File: config.mk
export PLATFORM = sky130hd
export DESIGN_NAME = mac_seq
export DESIGN_NICKNAME = d
export VERILOG_FILES = /design/src/rtl/mac_pkg.sv /design/src/rtl/mac_seq.sv
export SDC_FILE = /design/constraint.sdc
export NUM_CORES = 1
export LEC_CHECK = 0
export ABC_AREA = 1
export CAP_MARGIN = 20
export CORE_AREA = 3 3 90 92
export CTS_BUF_LIST = sky130_fd_sc_hd__clkbuf_4
export CTS_CLUSTER_DIAMETER = 50
export CTS_CLUSTER_SIZE = 12
export DETAILED_ROUTE_END_ITERATION = 6
export DIE_AREA = 0 0 93 95
export HOLD_SLACK_MARGIN = 0.02
export PLACE_DENSITY = 0.86
export RECOVER_POWER = 50
export SKIP_LAST_GASP = 1
export SLEW_MARGIN = 20
export SYNTH_ARGS = -nofsm -noshare
export SYNTH_HDL_FRONTEND = slang
export SYNTH_SLANG_ARGS = --single-unit
File: constraint.sdc
create_clock -name clk -period 1.69 [get_ports clk]
set_input_delay 0.169 -clock clk [delete_from_list [all_inputs] [get_ports clk]]
set_output_delay 0.169 -clock clk [all_outputs]
set_load 0.03 [all_outputs]
File: src/rtl/mac_pkg.sv
// Opcodes, FSM state type and timing constants shared by the MAC sequencer and its users.
package mac_pkg;

  localparam logic [1:0] OP_CLR = 2'b00;
  localparam logic [1:0] OP_MUL = 2'b01;
  localparam logic [1:0] OP_MAC = 2'b10;
  localparam logic [1:0] OP_SAT = 2'b11;

  localparam int MODE_BIT  = 2;
  localparam int DRAIN_CYC = 2;

  typedef enum logic [2:0] {
    ST_IDLE,
    ST_ISSUE,
    ST_CLR,
    ST_SAT,
    ST_DRAIN,
    ST_CAPTURE
  } seq_state_t;

  function automatic logic [2:0] mk_instr(input logic m, input logic [1:0] op);
    logic [2:0] ins;
    ins           = {1'b0, op};
    ins[MODE_BIT] = m;
    return ins;
  endfunction

endpackage

File: src/rtl/mac_seq.sv
// Dot-product sequencer for the 3-stage MAC: done 4 cycles after the last accepted pair (5 with sat_en).
// Stream starvation freezes the MAC via stall; op_ready is high throughout ISSUE.
module mac_seq
  import mac_pkg::*;
#(
  parameter int LEN_W = 8
) (
  input  logic             clk,
  input  logic             reset_n,
  input  logic             start,
  input  logic             mode,
  input  logic             sat_en,
  input  logic [LEN_W-1:0] len,
  input  logic             op_valid,
  output logic             op_ready,
  input  logic [15:0]      op_a,
  input  logic [15:0]      op_b,
  output logic [2:0]       instruction,
  output logic [15:0]      multiplier,
  output logic [15:0]      multiplicand,
  output logic             stall,
  input  logic [31:0]      result,
  input  logic [7:0]       protect,
  output logic             busy,
  output logic             done,
  output logic [31:0]      dot_result,
  output logic [7:0]       dot_protect
);

  seq_state_t       state, state_nxt;
  logic             mode_q;
  logic             sat_q;
  logic             first_q;
  logic             done_q;
  logic [LEN_W-1:0] cnt_q;
  logic [1:0]       drain_q;
  logic             accept;
  logic [1:0]       flush_op;

  assign accept   = (state == ST_ISSUE) && op_valid;
  // SAT and a zero-operand MAC both leave a finished accumulator unchanged.
  assign flush_op = sat_q ? OP_SAT : OP_MAC;
  assign busy     = (state != ST_IDLE);
  assign done     = done_q;

  always_comb begin
    state_nxt    = state;
    op_ready     = 1'b0;
    stall        = 1'b1;
    instruction  = '0;
    multiplier   = '0;
    multiplicand = '0;
    case (state)
      ST_IDLE: begin
        if (start) state_nxt = (len == '0) ? ST_CLR : ST_ISSUE;
      end
      ST_ISSUE: begin
        op_ready     = 1'b1;
        stall        = !op_valid;
        instruction  = mk_instr(mode_q, first_q ? OP_MUL : OP_MAC);
        multiplier   = op_a;
        multiplicand = op_b;
        if (op_valid && (cnt_q == LEN_W'(1))) state_nxt = sat_q ? ST_SAT : ST_DRAIN;
      end
      ST_CLR: begin
        stall       = 1'b0;
        instruction = mk_instr(mode_q, OP_CLR);
        state_nxt   = ST_DRAIN;
      end
      ST_SAT: begin
        stall       = 1'b0;
        instruction = mk_instr(mode_q, OP_SAT);
        state_nxt   = ST_DRAIN;
      end
      ST_DRAIN: begin
        stall       = 1'b0;
        instruction = mk_instr(mode_q, flush_op);
        if (drain_q == 2'(DRAIN_CYC - 1)) state_nxt = ST_CAPTURE;
      end
      ST_CAPTURE: begin
        stall       = 1'b0;
        instruction = mk_instr(mode_q, flush_op);
        state_nxt   = ST_IDLE;
      end
      default: state_nxt = ST_IDLE;
    endcase
  end

  always_ff @(posedge clk or negedge reset_n) begin
    if (!reset_n) state <= ST_IDLE;
    else          state <= state_nxt;
  end

  always_ff @(posedge clk or negedge reset_n) begin
    if (!reset_n) begin
      mode_q      <= 1'b0;
      sat_q       <= 1'b0;
      first_q     <= 1'b0;
      cnt_q       <= '0;
      drain_q     <= '0;
      done_q      <= 1'b0;
      dot_result  <= '0;
      dot_protect <= '0;
    end else begin
      done_q  <= (state == ST_CAPTURE);
      drain_q <= (state == ST_DRAIN) ? drain_q + 2'd1 : 2'd0;
      if ((state == ST_IDLE) && start) begin
        mode_q  <= mode;
        sat_q   <= sat_en;
        cnt_q   <= len;
        first_q <= 1'b1;
      end
      if (accept) begin
        cnt_q   <= cnt_q - LEN_W'(1);
        first_q <= 1'b0;
      end
      // MAC output now reflects the last flush; pipeline is fully drained.
      if (state == ST_CAPTURE) begin
        dot_result  <= result;
        dot_protect <= protect;
      end
    end
  end

endmodule

==> summary.md, run 1 <==
| Metric | Value |
|---|---|
| Slowest stage cell, crit path | dfrtp_1 |
| Xor-xnor portion of the synthesized cell area | 0.00914 |
| Die Y | 95 µm |
| Worst Path Buf+Inv | 3 |
| Endpoints failing hold | 0 |
| Final Cycle Share | 1.05 |
| TritonCTS clock tree | built |
| Yosys warns | 0 |
| Critical Path AT | 1610 ps |
| Slew headroom | 0.344 |
| Clock buffer depth | 2 |
| Gr usage total | 0.203 |
| Final nets | roughly 670 |
| Top-Level Pins | approximately 170 |
| Setup violators final | 36 |
| Tightest Pin Transition | 984 ps |
| Max_cap viols | 0 |
| Synth cell types | 20 |
| Iteration-0 DRC Markers | 144 |
| Cells after synthesis | about 400 |
| Wirelength per Cell | roughly 14 µm |
| Mean Syn Cell Area | 7.22 µm² |
| Status | finished with violations |
| Critical path's largest stage delay | 440 ps |
| Fraction of final layout cells sized beyond drive strength 1 | 0.197 |
| Simple-gate share of the synthesized area | 0.329 |
| DP HPWL | 6660 µm |
| ANT nets after route | 0 |
| Setup WS post-layout | -86.2 ps |
| Reg2reg path depth | 7 |
| First-pass GRT wire length | 14100 µm |
| Hold path depth | 3 |
| Cell area after synthesis | between 2000 and 3000 µm² |
| GRT overflow | 0 |
| Max Slew Vio Count | 0 |
| Most common cell after layout, fill and taps aside | nand2_1 |
| Worst-path clk slew | about 110 ps |
| Setup crit start kind | flop |
| Tmin final | around 1800 ps |
| Pin count of the biggest net entering global routing | 42 |
| VDD IR max | 1110 µV |
| Vias in the first global route | between 3k and 4k |
| # port buffers | between 150 and 200 |
| Die ar. | between 8000 and 9000 µm² |
| Core Region | 7290 µm² |
| Kind of cell adding the most delay to the critical path | buffers and inverters |
| Pwr Density | just over 2000 nW/µm² |
| Crit-path max FO | 8 |
| CP cell instances | inv_4, nand3_4, clkbuf_16, nor2_2, buf_6 |
| Largest family of logic cells by synthesized area | simple AND/OR/NAND/NOR gates |
| Die width | 93 µm |
| CTS Root Cell | clkbuf_4 |
| Max Clock Skew | 14.2 ps |
| WP depth | 5 |
| Mux share of post-synthesis cell area | 0 |
| Endpoint class of the critical path | output pin |
| Ant. Diodes | 0 |
| Failing checks | setup timing |
| Most frequent cells in the layout | 159 x nand2_1, 98 x clkdlybuf4s50_1, 56 x dfrtp_1, 52 x inv_1, 34 x nor2_1 |
| Skew-Pair Late Insertion Delay | 410 ps |
| Initial antenna violation count | 0 |
| Via/cell ratio | about 4.7 |
| TNS Setup | -1570 ps |
| Post-synthesis adder-cell area fraction | 0.0261 |
| Routed via count | 3210 |
| Leak | 2.89 nW |
| Area Overhead vs Synth | 81.9% |
| Initial Util | 0.394 |
| Row cnt | 31 |
| Number of buffers created by CTS | 9 |
| Wirelength, routed | 9830 µm |
| Drt first pass iters | 6 |
| Place WS | 134 ps |
| Tightest Hold Check Type | in2reg |
| Design Power | 0.0106 W |
| Post-synth net total | 490 |
| RSZ-0062 raised after global routing | true |
| Seq/Total Area, Yosys | 0.496 |
| Post-synthesis register bit count | 57 |
| Clock Sinks | 57 |
| Max Freq | 563 MHz |
| H-Tree Level Count | 3 |
| Compound-Gate Fraction of Synth Area | 0.0374 |
| Required time worst endpoint | 1520 ps |
| Placer Congestion | 0.889 |
| Crit Path Class | reg2out |
| DRC violations left | 0 |
[synthesized netlist by cell type]
cell type	instances	area [µm²]
buf_2	12	60.1
buf_4	2	15.0
inv_1	52	195
nor2_1	59	221
o21ai_0	8	40.0
xor2_1	2	17.5
inv_2	6	22.5
o21ai_1	4	20.0
ha_1	6	75.1
nand3_2	1	10.0
a21oi_1	5	25.0
xnor2_1	1	8.76
nand2_1	162	608
nor3_4	1	16.3
nand4_1	1	6.26
nand2_2	2	12.5
nand3_1	12	60.1
o211ai_1	3	22.5
nor2_2	2	12.5
dfrtp_1	57	1430
[registers in the layout, summed over array words and instances, names as in the netlist]
register / cells
dot_protect: 8
drain_q: 2
cnt_q: 8
dot_result: 32
sat_q: 1
state: 3
mode_q: 1
done: 1
first_q: 1
[power breakdown]
group | switching, W | internal [W] | leakage (nW)
Clock | 0.000552 | 0.000748 | 0.0938
Combinational | 0.00405 | 0.00282 | 2.10
Sequential | 0.000421 | 0.00202 | 0.700
Total | 0.00503 | 0.00559 | 2.89
[cell families after synthesis]
logic type,after synthesis
compound gates,20
xor+xnor,3
fa+ha+maj,6
buf+inv,72
flops,57
simple gates,240
[per-stage QoR]
stage	utilization	instances	hold WS, ps	instance area [µm²]
finish	0.717	683	283	5230
global placement	0.622	653	132	4540
detailed placement	0.622	653	136	4540
CTS	0.667	679	207	4860
global route	0.717	683	264	5230
floorplan	-	398	-127	2880
[routing by layer]
metal	up-vias	GRT usage	wire (µm)
met5	-	0	0
met4	0	0.0757	216
met3	24	0.0932	1100
met2	156	0.358	4880
met1	1490	0.213	3630
li1	1540	-	-
[layout make-up]
cell class                      instances  area (µm²)
Multi-Input combinational cell        270        1310
Clock inverter                          7         119
Inverter                               58         228
Sequential cell                        57        1430
Fill cell                             554        2060
Tap cell                               99         124
Clock buffer                            9        67.6
Timing Repair Buffer                  183        1960
[final timing paths]
| check | from | to | slack [ps] |
|---|---|---|---|
| max in group asynchronous | reset_n | drain_q[1]$_DFF_PN0_ | 180 |
| min | result[14] | dot_result[14]$_DFFE_PN0P_ | 280 |
| min reg2reg | drain_q[0]$_DFF_PN0_ | drain_q[0]$_DFF_PN0_ | 440 |
| max reg2reg | state[2]$_DFFE_PN0P_ | dot_result[13]$_DFFE_PN0P_ | 110 |
| max | state[2]$_DFFE_PN0P_ | multiplier[13] | -90 |
| min in group asynchronous | reset_n | dot_result[22]$_DFFE_PN0P_ | 420 |
[tightest hold or removal path, delay by kind of cell]
kind / cells / cell delay [ps]
buf+inv: 1 / 390
simple gates: 2 / 110
[what timing repair did]
item | 4_1_cts | 5_1_grt
hold buffers | 1 | 0
buffers inserted | 8 | 0
endpoints found under the setup margin | 37 | 88
pin swaps | 1 | 2
gates cloned | 1 | 4
hold endpoints to repair | 16 | 0
resized for setup | 14 | 100
Note: power is estimated with default switching activity, not from simulation.
==> run 2: changes to the inputs <==
--- a/config.mk
+++ b/config.mk
@@ -12,3 +12,3 @@
 export CTS_CLUSTER_DIAMETER = 50
-export CTS_CLUSTER_SIZE = 12
+export CTS_CLUSTER_SIZE = 28
 export DETAILED_ROUTE_END_ITERATION = 6
==> constraint.sdc (replaced) <==
create_clock -name clk -period 1.69 [get_ports clk]
set_input_delay 0.338 -clock clk [delete_from_list [all_inputs] [get_ports clk]]
set_output_delay 0.338 -clock clk [all_outputs]
set_load 0.03 [all_outputs]
==> summary.md, run 2 (synthesis gave the netlist of run 1 again) <==
| Metric | Value |
|---|---|
| Setup violators final | 37 (+2.8%) |
| Tmin final | 1880 ps (+99.6 ps) |
| # port buffers | 164 (unchanged) |
| Max Freq | 533 MHz (-5.3%) |
| Initial Util | 0.394 (unchanged) |
| Die Y | 95 µm (unchanged) |
| DP HPWL | 6670 µm (+0.15%) |
| ANT nets after route | 0 (unchanged) |
| Crit-path max FO | 17 (+9) |
| DRC violations left | 0 (unchanged) |
| Routed via count | 3148 (-1.9%) |
| Endpoints failing hold | 0 (unchanged) |
| Iteration-0 DRC Markers | 129 (-10%) |
| Final nets | 673 (+0.30%) |
| Register bank with the most flops | dot_result |
| Clock buffer depth | 2 (unchanged) |
| Min Hold Slack | 443 ps (+159 ps) |
| Die width | 93 µm (unchanged) |
| Core Region | 7290 µm² (unchanged) |
| Die ar. | 8840 µm² (unchanged) |
| Endpoint class of the critical path | output pin |
| Setup crit start kind | flop |
| H-Tree Level Count | 3 (unchanged) |
| GRT overflow | 0 (unchanged) |
| Fraction of final layout cells sized beyond drive strength 1 | 0.159 (-0.0379) |
| Max Slew Vio Count | 0 (unchanged) |
| Leak | 2.63 nW (-9.2%) |
| Skew-Pair Late Insertion Delay | 390 ps (-20 ps) |
| Pwr Density | 1950 nW/µm² (-4.1%) |
| Required time worst endpoint | 1350 ps (-170 ps) |
| Max Clock Skew | 15.6 ps (+1.41 ps) |
| Status | finished with violations |
| Most common cell after layout, fill and taps aside | nand2_1 |
| Row cnt | 31 (unchanged) |
| Worst-path clk slew | 100 ps (about the same) |
| Top-Level Pins | 165 (unchanged) |
| Number of buffers created by CTS | 9 (unchanged) |
| Clock Sinks | 57 (unchanged) |
| Setup WS post-layout | -186 ps (-99.6 ps) |
| Critical Path AT | 1540 ps (-70 ps) |
| Area Overhead vs Synth | 69.7% |
| Wirelength per Cell | 13.0 µm (-9.8%) |
| VDD IR max | 1060 µV (-4.6%) |
| RSZ-0062 raised after global routing | true |
| Max_cap viols | 0 (unchanged) |
| Ant. Diodes | 0 (unchanged) |
| Most frequent cells in the layout | 161 x nand2_1, 84 x clkdlybuf4s50_1, 57 x dfrtp_1, 55 x nor2_1, 52 x inv_1 |
| Tightest Hold Check Type | reg2reg |
| Drt first pass iters | 4 (-2) |
| Tightest Pin Transition | 755 ps (-229 ps) |
| Initial antenna violation count | 0 (unchanged) |
| Failing checks | setup timing |
| Vias in the first global route | 3017 (-3.0%) |
| Gr usage total | 0.199 (-0.00438) |
| CTS Root Cell | clkbuf_4 |
| Pin count of the biggest net entering global routing | 41 (-2.4%) |
| First-pass GRT wire length | 13900 µm (-1.3%) |
| Wirelength, routed | 8880 µm (-9.7%) |
| Via/cell ratio | 4.60 (-2.1%) |
| Max FFs per register | 32 (unchanged) |
| Slew headroom | 0.496 (+0.153) |
| TritonCTS clock tree | built |
| Biggest registers after layout | dot_result x32, cnt_q x8, dot_protect x8 |
| Final Cycle Share | 1.11 (+0.0589) |
| Design Power | 0.00950 W (-11%) |
| Layout Utilization | 0.669 (-0.0479) |
| Placer Congestion | 0.877 (-1.3%) |
| Crit Path Class | reg2out |
==> run 2: cell count changes in the layout (fill, tap and decap cells not counted), moves of 3 or more <==
cell	delta
clkdlybuf4s50_1	-14
nand2_2	-3
clkbuf_16	-3
dlymetal6s2s_1	-27
buf_4	+21
buf_6	-20
nor2_1	+21
nor2_4	-8
dlygate4sd2_1	+41
nor2_2	-13
==> run 2: what timing repair did <==
item                                    in CTS  in global routing
pin swaps                                    4                  2
cloned                                       1                  0
endpoints found under the hold margin       57                  0
buffers inserted                             4                  3
hold buffers                                 1                  0
gates resized for setup                     64                 15
endpoints found under the setup margin      79                 52
==> run 2: stage by stage <==
| stage | setup TNS [ps] | cell area (µm²) | setup WS, ps | cells |
|---|---|---|---|---|
| after global routing | -10230 | 4880 | -272 | 684 |
| after CTS | -6040 | 4860 | -201 | 681 |
| after detailed placement | 0 | 4620 | 104 | 660 |
| after floorplan | -701 | 2880 | -23.4 | 398 |
| final | -5520 | 4880 | -186 | 684 |
| after global placement | 0 | 4620 | 123 | 660 |
==> run 2: report_power, final <==
group / switching (W) / internal, W
combinational: 0.00386 / 0.00230
sequential: 0.000389 / 0.00202
clock: 0.000498 / 0.000435
==> run 2: worst max-delay path, stage by stage, from the launching register on <==
cell and delay, ps:
dfrtp_1 410, inv_2 120, nand3_4 130, buf_12 180, o21ai_1 120, buf_4 170
==> run 2: area by class of cell <==
type | instances | area [µm²]
multi-input cells | 269 | 1230
inverters | 58 | 223
fillers | 589 | 2410
clock inverters | 6 | 60.1
repair buffers | 186 | 1750
flip-flops and latches | 57 | 1430
well taps | 99 | 124
clock buffers | 9 | 67.6
==> run 2: worst paths after layout <==
| kind | start | slack [ps] | cells past startpoint | end |
|---|---|---|---|---|
| min in group asynchronous | reset_n | 640 | 3 | done$_DFF_PN0_ |
| worst min register to register | drain_q[0]$_DFF_PN0_ | 440 | 1 | drain_q[0]$_DFF_PN0_ |
| worst max-delay path | state[1]$_DFFE_PN0P_ | -190 | 5 | instruction[1] |
| worst max register to register | state[1]$_DFFE_PN0P_ | 10 | 6 | dot_result[8]$_DFFE_PN0P_ |
| max in group asynchronous | reset_n | 510 | 3 | cnt_q[6]$_DFFE_PN0P_ |
| worst min-delay path | drain_q[0]$_DFF_PN0_ | 440 | 1 | drain_q[0]$_DFF_PN0_ |
==> run 2: metal layers <==
metal	routed length, µm	vias up	GRT usage
met5	0	-	0
met4	93	0	0.0647
met3	1020	8	0.0805
met2	4470	152	0.358
met1	3300	1441	0.212
li1	-	1547	-
